File: src/rtl/note_lane.sv
// note_lane: per-lane falling-note engine with a spawn queue, hit/miss
// resolution and sprite hit-test for the colour mapper.
module note_lane #(
  parameter logic [9:0] LANE_X  = 10'd150,
  parameter logic [9:0] SPEED   = 10'd2,
  parameter logic [9:0] HIT_TOP = 10'd381,
  parameter logic [9:0] HIT_BOT = 10'd450,
  parameter int         QDEPTH  = 3
) (
  input  logic       Clk,
  input  logic       Reset,
  input  logic       frame_clk,
  input  logic       spawn,
  input  logic       key,
  input  logic [9:0] DrawX,
  input  logic [9:0] DrawY,
  output logic       is_sprite,
  output logic [9:0] x_pos,
  output logic [9:0] y_pos,
  output logic       hit_pulse,
  output logic       miss_pulse,
  output logic [2:0] pending,
  output logic [7:0] hit_count
);
  typedef enum logic [1:0] {IDLE, FALL, HIT, MISS} state_t;
  state_t      state_q;
  logic        frame_q, key_q, hit_q, miss_q;
  logic [9:0]  y_q;
  logic [2:0]  pend_q, pend_d;
  logic [7:0]  hits_q;
  logic [10:0] y_d;
  logic        tick, press, pop, push, in_win;
  assign tick   = frame_clk & ~frame_q;
  assign press  = key & ~key_q;
  assign pop    = (state_q == IDLE) && (pend_q != 3'd0);
  // a spawn arriving alongside a pop always fits, even with a full queue
  assign push   = spawn && ((pend_q < 3'(QDEPTH)) || pop);
  assign pend_d = (push && !pop) ? pend_q + 3'd1 : (pop && !push) ? pend_q - 3'd1 : pend_q;
  assign y_d    = {1'b0, y_q} + {1'b0, SPEED};
  assign in_win = (y_q >= HIT_TOP) && (y_q <= HIT_BOT);
  always_ff @(posedge Clk or posedge Reset) begin
    if (Reset) begin
      state_q <= IDLE;
      frame_q <= 1'b0;
      key_q   <= 1'b0;
      y_q     <= 10'd0;
      pend_q  <= 3'd0;
      hits_q  <= 8'd0;
      hit_q   <= 1'b0;
      miss_q  <= 1'b0;
    end else begin
      frame_q <= frame_clk;
      key_q   <= key;
      pend_q  <= pend_d;
      hit_q   <= 1'b0;
      miss_q  <= 1'b0;
      case (state_q)
        IDLE: if (pop) begin
          state_q <= FALL;
          y_q     <= 10'd0;
        end
        FALL: if (press && in_win) begin
          state_q <= HIT;
          hit_q   <= 1'b1;
          hits_q  <= hits_q + {7'd0, hits_q != 8'hff};
        end else if (tick) begin
          if (y_d > 11'd479) begin
            state_q <= MISS;
            miss_q  <= 1'b1;
          end else y_q <= y_d[9:0];
        end
        default: state_q <= IDLE;
      endcase
    end
  end
  assign is_sprite  = (state_q == FALL)
                   && ({1'b0, DrawX} >= {1'b0, LANE_X}) && ({1'b0, DrawX} < {1'b0, LANE_X} + 11'd40)
                   && ({1'b0, DrawY} >= {1'b0, y_q})    && ({1'b0, DrawY} < {1'b0, y_q} + 11'd40);
  assign x_pos      = LANE_X;
  assign y_pos      = y_q;
  assign hit_pulse  = hit_q;
  assign miss_pulse = miss_q;
  assign pending    = pend_q;
  assign hit_count  = hits_q;
endmodule

File: config.mk
export PLATFORM = sky130hd
export DESIGN_NAME = note_lane
export DESIGN_NICKNAME = d
export VERILOG_FILES = /design/src/rtl/note_lane.sv
export SDC_FILE = /design/constraint.sdc
export NUM_CORES = 1
export LEC_CHECK = 0
export ABC_AREA = 1
export BUFFER_PORTS_ARGS = -buffer_cell sky130_fd_sc_hd__buf_2
export CORE_MARGIN = 10
export CORE_UTILIZATION = 25
export DETAILED_ROUTE_END_ITERATION = 7
export GPL_TIMING_DRIVEN = 0
export SYNTH_ARGS = -nofsm -noshare
export SYNTH_HDL_FRONTEND = slang
export SYNTH_SLANG_ARGS = --single-unit
export TNS_END_PERCENT = 100
File: constraint.sdc
create_clock -name Clk -period 2.7 [get_ports Clk]
set_input_delay 0.27 -clock Clk [delete_from_list [all_inputs] [get_ports Clk]]
set_output_delay 0.27 -clock Clk [all_outputs]
set_load 0.03 [all_outputs]
# ---- Word level (Yosys, flattened, before mapping)
# Index checks and enable logic that the tools add are counted.
dict set report totals {
  regBits 27
  latchBits 0
  mem_bits_rw 0
  romBits 0
  in_bits 25
  output_inout_bits 34
  elab_cells 71
  memories 0
}
dict set report classes {
  n_addsub 5
  mul 0
  div_mod_pow 0
  n_lt_le_gt_ge 8
  eq_ne 8
  shifts 0
  mux 18
  n_bitwise 4
  reduce_logical 20
}
# op count
set op_table {}
lappend op_table {{2-to-1 mux 10 bit} 4}
lappend op_table {{case mux 10 bit (2 select lines)} 1}
lappend op_table {{adder 10 x 2 -> 11 bit (second input constant)} 1}
lappend op_table {{adder 10 x 6 -> 11 bit (second input constant)} 1}
lappend op_table {{greater-than comparator 11 x 9 -> 1 bit (second input constant)} 1}
lappend op_table {{less-than comparator 10 x 11 -> 1 bit} 1}
lappend op_table {{greater-or-equal comparator 10 bit} 1}
lappend op_table {{greater-or-equal comparator 10 x 8 -> 1 bit (second input constant)} 1}
lappend op_table {{greater-or-equal comparator 10 x 9 -> 1 bit (second input constant)} 1}
lappend op_table {{<= comparator 10 x 9 -> 1 bit (second input constant)} 1}
lappend op_table {{logical AND 1 bit} 10}
lappend op_table {{less-than comparator 10 x 8 -> 1 bit (second input constant)} 1}
lappend op_table {{adder 8 x 1 -> 8 bit} 1}
lappend op_table {{2-to-1 mux 2 bit} 4}
lappend op_table {{!= test 2 bit (second input constant)} 4}
lappend op_table {{!= test 8 bit (second input constant)} 1}
lappend op_table {{2-to-1 mux 1 bit} 6}
lappend op_table {{2-to-1 mux 3 bit} 2}
lappend op_table {{!= test 3 bit (second input constant)} 2}
lappend op_table {{AND reduction 5 bit} 1}
lappend op_table {{case mux 2 bit (2 select lines)} 1}
lappend op_table {{nonzero test 2 bit} 2}
lappend op_table {{adder 3 x 1 -> 3 bit (second input constant)} 1}
lappend op_table {{less-than comparator 3 x 2 -> 1 bit (second input constant)} 1}
lappend op_table {{other kinds (10)} 13}

# ---- Longest topological paths before layout
dict set report depth {
  ltp_word 8
  ltp_mapped 12
  ltp_nobuf 12
}

# ---- Least setup slack after synthesis
# Ideal clock, no wire load.
dict set report synth_path {
  kind {reg-to-output}
  startpoint {register y_q[3], in the netlist y_pos[3]}
  endpoint {output port is_sprite}
  arrival_ns 2.229
  path_slack_ns 0.201
  path_stages_with_launch 11
  path_buffers 0
  cell_sequence {dfrtp_1 inv_1 o21ai_1 nand2_1 xor2_1 ha_1 a21oi_1 o21ai_1 a21oi_1 nand2_1 nor2_1}
}
dict set report synth_between {
  elab_chain_cells 3
  elab_cells_between_ends 5
}
# item line_no
set synth_rtl {}
lappend synth_rtl {{from (decl)} 28} ;# logic [9:0] y_q;
lappend synth_rtl {{from (signal assigned)} 70} ;# end else y_q <= y_d[9:0];
lappend synth_rtl {{adder 10 x 6 -> 11 bit / greater-or-equal comparator 10 bit (equally long branches)} 78} ;# && ({1'b0, DrawY} >= {1'b0, y_q}) && ({1'b0, DrawY} < {1'b0, y_q} + 11'd40);
lappend synth_rtl {{less-than comparator 10 x 11 -> 1 bit / logical AND 1 bit (equally long branches)} 78}
lappend synth_rtl {{logical AND 1 bit (*)} 78}
lappend synth_rtl {{to (decl)} 17} ;# output logic is_sprite,
# Mark *: on every way between the ends. The rest lies on a longest branch, timed or not.

# ---- Worst setup path in the final report
# Ends and elaborated chain as after synthesis.

==> results.ini <==
[power]
seq_power_share_pct=36.2
clockPowerShare_pct=24.5
p_comb_share_pct=39.3
intPower_w=0.000827
p_sw_share_pct=37.6
ir_drop_mv=0.191
p_sw_w=0.000499
power_w=0.00133
leakage_nw=1.31
power.density_nw_per_um2=521

[timing]
final.min_clock_period_ns=2.50
fin_skew_ns=0.00777
relSlewSlack_pct=33.3
worstMarginPinSlew_ns=1.00
timing.setup.tns_ns=0
timing.final.crit_share_pct=92.6
setup_viol=0
maxSlewViolCount=0
fmax_mhz=400
hold_viol=0

[floorplan]
die_h_um=111
ios=59
dieArea_um2=12200
core-area_um2=7850
fp.dieW_um=111
start_util_pct=26.1
std_cell_rows=32

[yosys]
async_flop_share_pct=100
synth_edf_count=0
ys_warn_count=0
ys_ff_latch=26
syn_area_um2=2050
seq_area_frac_synth_pct=31.7
avgSynthCellArea_um2=7.80
synth_cell_types=36
synthCells=263
ys.flop_type=dfrtp_1

[drt]
ant_nets=0
routedWlPerCell_um=11.7
wl_met1_mm=2.54
wl_met2_mm=2.18
drtIter0Drc=50
via_per_inst=4.20
met3_length_um=218
top_layer_used=met4
wirelength_mm=4.97
drc=0
dr.pass1.iters=4
vias=1784

[cts]
numCtsBuffers=3
h-tree-depth=1
worstSkewPairLatency_ns=0.27
clock-sinks=26
clock_path_buffers=2
cts_root_buf=clkbuf_8
tritoncts=done
cts.clk_slew.worst_paths_ns=0.10

[layout]
layout_common_cells=nand2_1 (51), buf_2 (44), nor2_1 (30)
nets=372
seq_area_um2=653
multi_input_area_um2=1240
n_antenna_cell=0
syn2layout_area_growth_pct=23.9
fin_util_pct=32.4
fill_cells=877
drive_gt1_share_pct=28.5
final_common_cell=nand2_1
finalInstanceArea_um2=2540

[job]
cap_violations=0

[setup_path]
rrSetupSlack_ns=0.32
crit_arrival_ns=2.23
start_kind=register
worstSetupEndpointType=output port
path_max_fanout=9
required_ns=2.43
critical_path_class=reg2out

[place]
port_buffers=45
placed_cell_area_um2=2440
globalplace.congestion=0.798
dpl.hpwl_mm=4.14

[run_status]
status=complete, no violations

[worst_hold_path]
min_path_type=in2reg

[global_route]
track_usage_pct=7.93
grt_max_degree=27
grt_pass1_vias=1803
grt-ovfl-total=0
antenna_found_initial=0
grt_pass1_wl_mm=8.50

## path summary, 6_finish.rpt
path / cells after the start / startpoint / end
worst max-delay path: 11 / y_pos[3] / is_sprite
worst min-delay path: 1 / frame_clk / frame_q
worst max register to register: 8 / pending[0] / pending[2]
worst min register to register: 1 / hit_count[5] / hit_count[5]
max in group asynchronous: 2 / Reset / y_pos[3]
min in group asynchronous: 2 / Reset / frame_q
## layer usage
metal	GRT usage, %	vias to the layer above
li1	-	945
met1	10.3	800
met2	12.9	35
met3	1.84	4
met4	1.81	0
met5	0	-
## registers in the layout, summed over array words and instances, names as in the netlist
name        count
y_pos           9
hit_count       8
pending         3
state_q         2
frame_q         1
hit_pulse       1
key_q           1
miss_pulse      1
## what timing repair did
action,CTS,global route
hold buffers,0,0
buffers inserted,0,2
hold endpoints to repair,0,0
setup endpoints to repair,1,2
resized for setup,1,8
## power groups by stage
stage               sequential (W)  combinational [W]  clock (W)
floorplan                 0.000529           0.000312          0
global placement          0.000483           0.000480          0
detailed placement        0.000485           0.000487          0
CTS                       0.000479           0.000491   0.000332
global route              0.000486           0.000591   0.000348
finish                    0.000480           0.000521   0.000325
## synthesized netlist by cell type, types with 3 or more instances
library cell,instances,area share (%)
buf_4,11,4.0
inv_1,27,4.9
xnor2_1,4,1.7
o21ai_0,7,1.7
nor2_2,4,1.2
nand2_2,5,1.5
dfrtp_1,26,32
nor2_1,31,5.7
a21oi_1,10,2.4
o211ai_1,3,1.1
o21ai_1,3,0.73
nand3_1,19,4.6
nor3_2,3,1.5
xor2_1,11,4.7
nand3_2,3,1.5
nand2_1,51,9.3
ha_1,22,13
## kinds of logic (layout without fill, tap and decap cells)
family                     after synthesis  count (layout)  synth area share [%]
other                                    2              11                 0.366
DFF                                     26              26                  31.7
xor gates and xnor gates                15              15                  6.40
buffers and inverters                   43              94                  10.0
adders and majority gates               23              23                  14.4
and+or+nand+nor                        126             126                  29.1
AOI/OAI and AO/OA                       27              27                  7.50
muxes                                    1               1                 0.549
## worst max-delay path: stages (launching register included)
cell,delay [ns]
dfrtp_2,0.47
inv_1,0.10
o21ai_2,0.18
nand2_1,0.09
xor2_1,0.15
ha_1,0.30
a21oi_1,0.13
o21ai_1,0.08
a21oi_1,0.12
nand2_1,0.06
nor2_1,0.08
clkbuf_4,0.19
## metrics by stage
step | hold WS [ns] | setup slack [ns] | std cells
detailed placement | 0.397 | 0.175 | 419
global route | 0.0984 | -0.00426 | 425
finish | 0.110 | 0.199 | 425
floorplan | 0.301 | 0.201 | 272
global placement | 0.395 | 0.223 | 419
CTS | 0.108 | 0.0580 | 423
## layout make-up
cell class | instances | area share (%)
Multi-Input combinational cell | 203 | 48.7
Sequential cell | 26 | 25.7
Timing Repair Buffer | 47 | 9.55
Tap cell | 102 | 5.02
Inverter | 30 | 4.48
Buffer | 13 | 3.74
Clock buffer | 3 | 1.62
Clock inverter | 1 | 1.18
No activity file was read; power rests on OpenSTA's default activity.
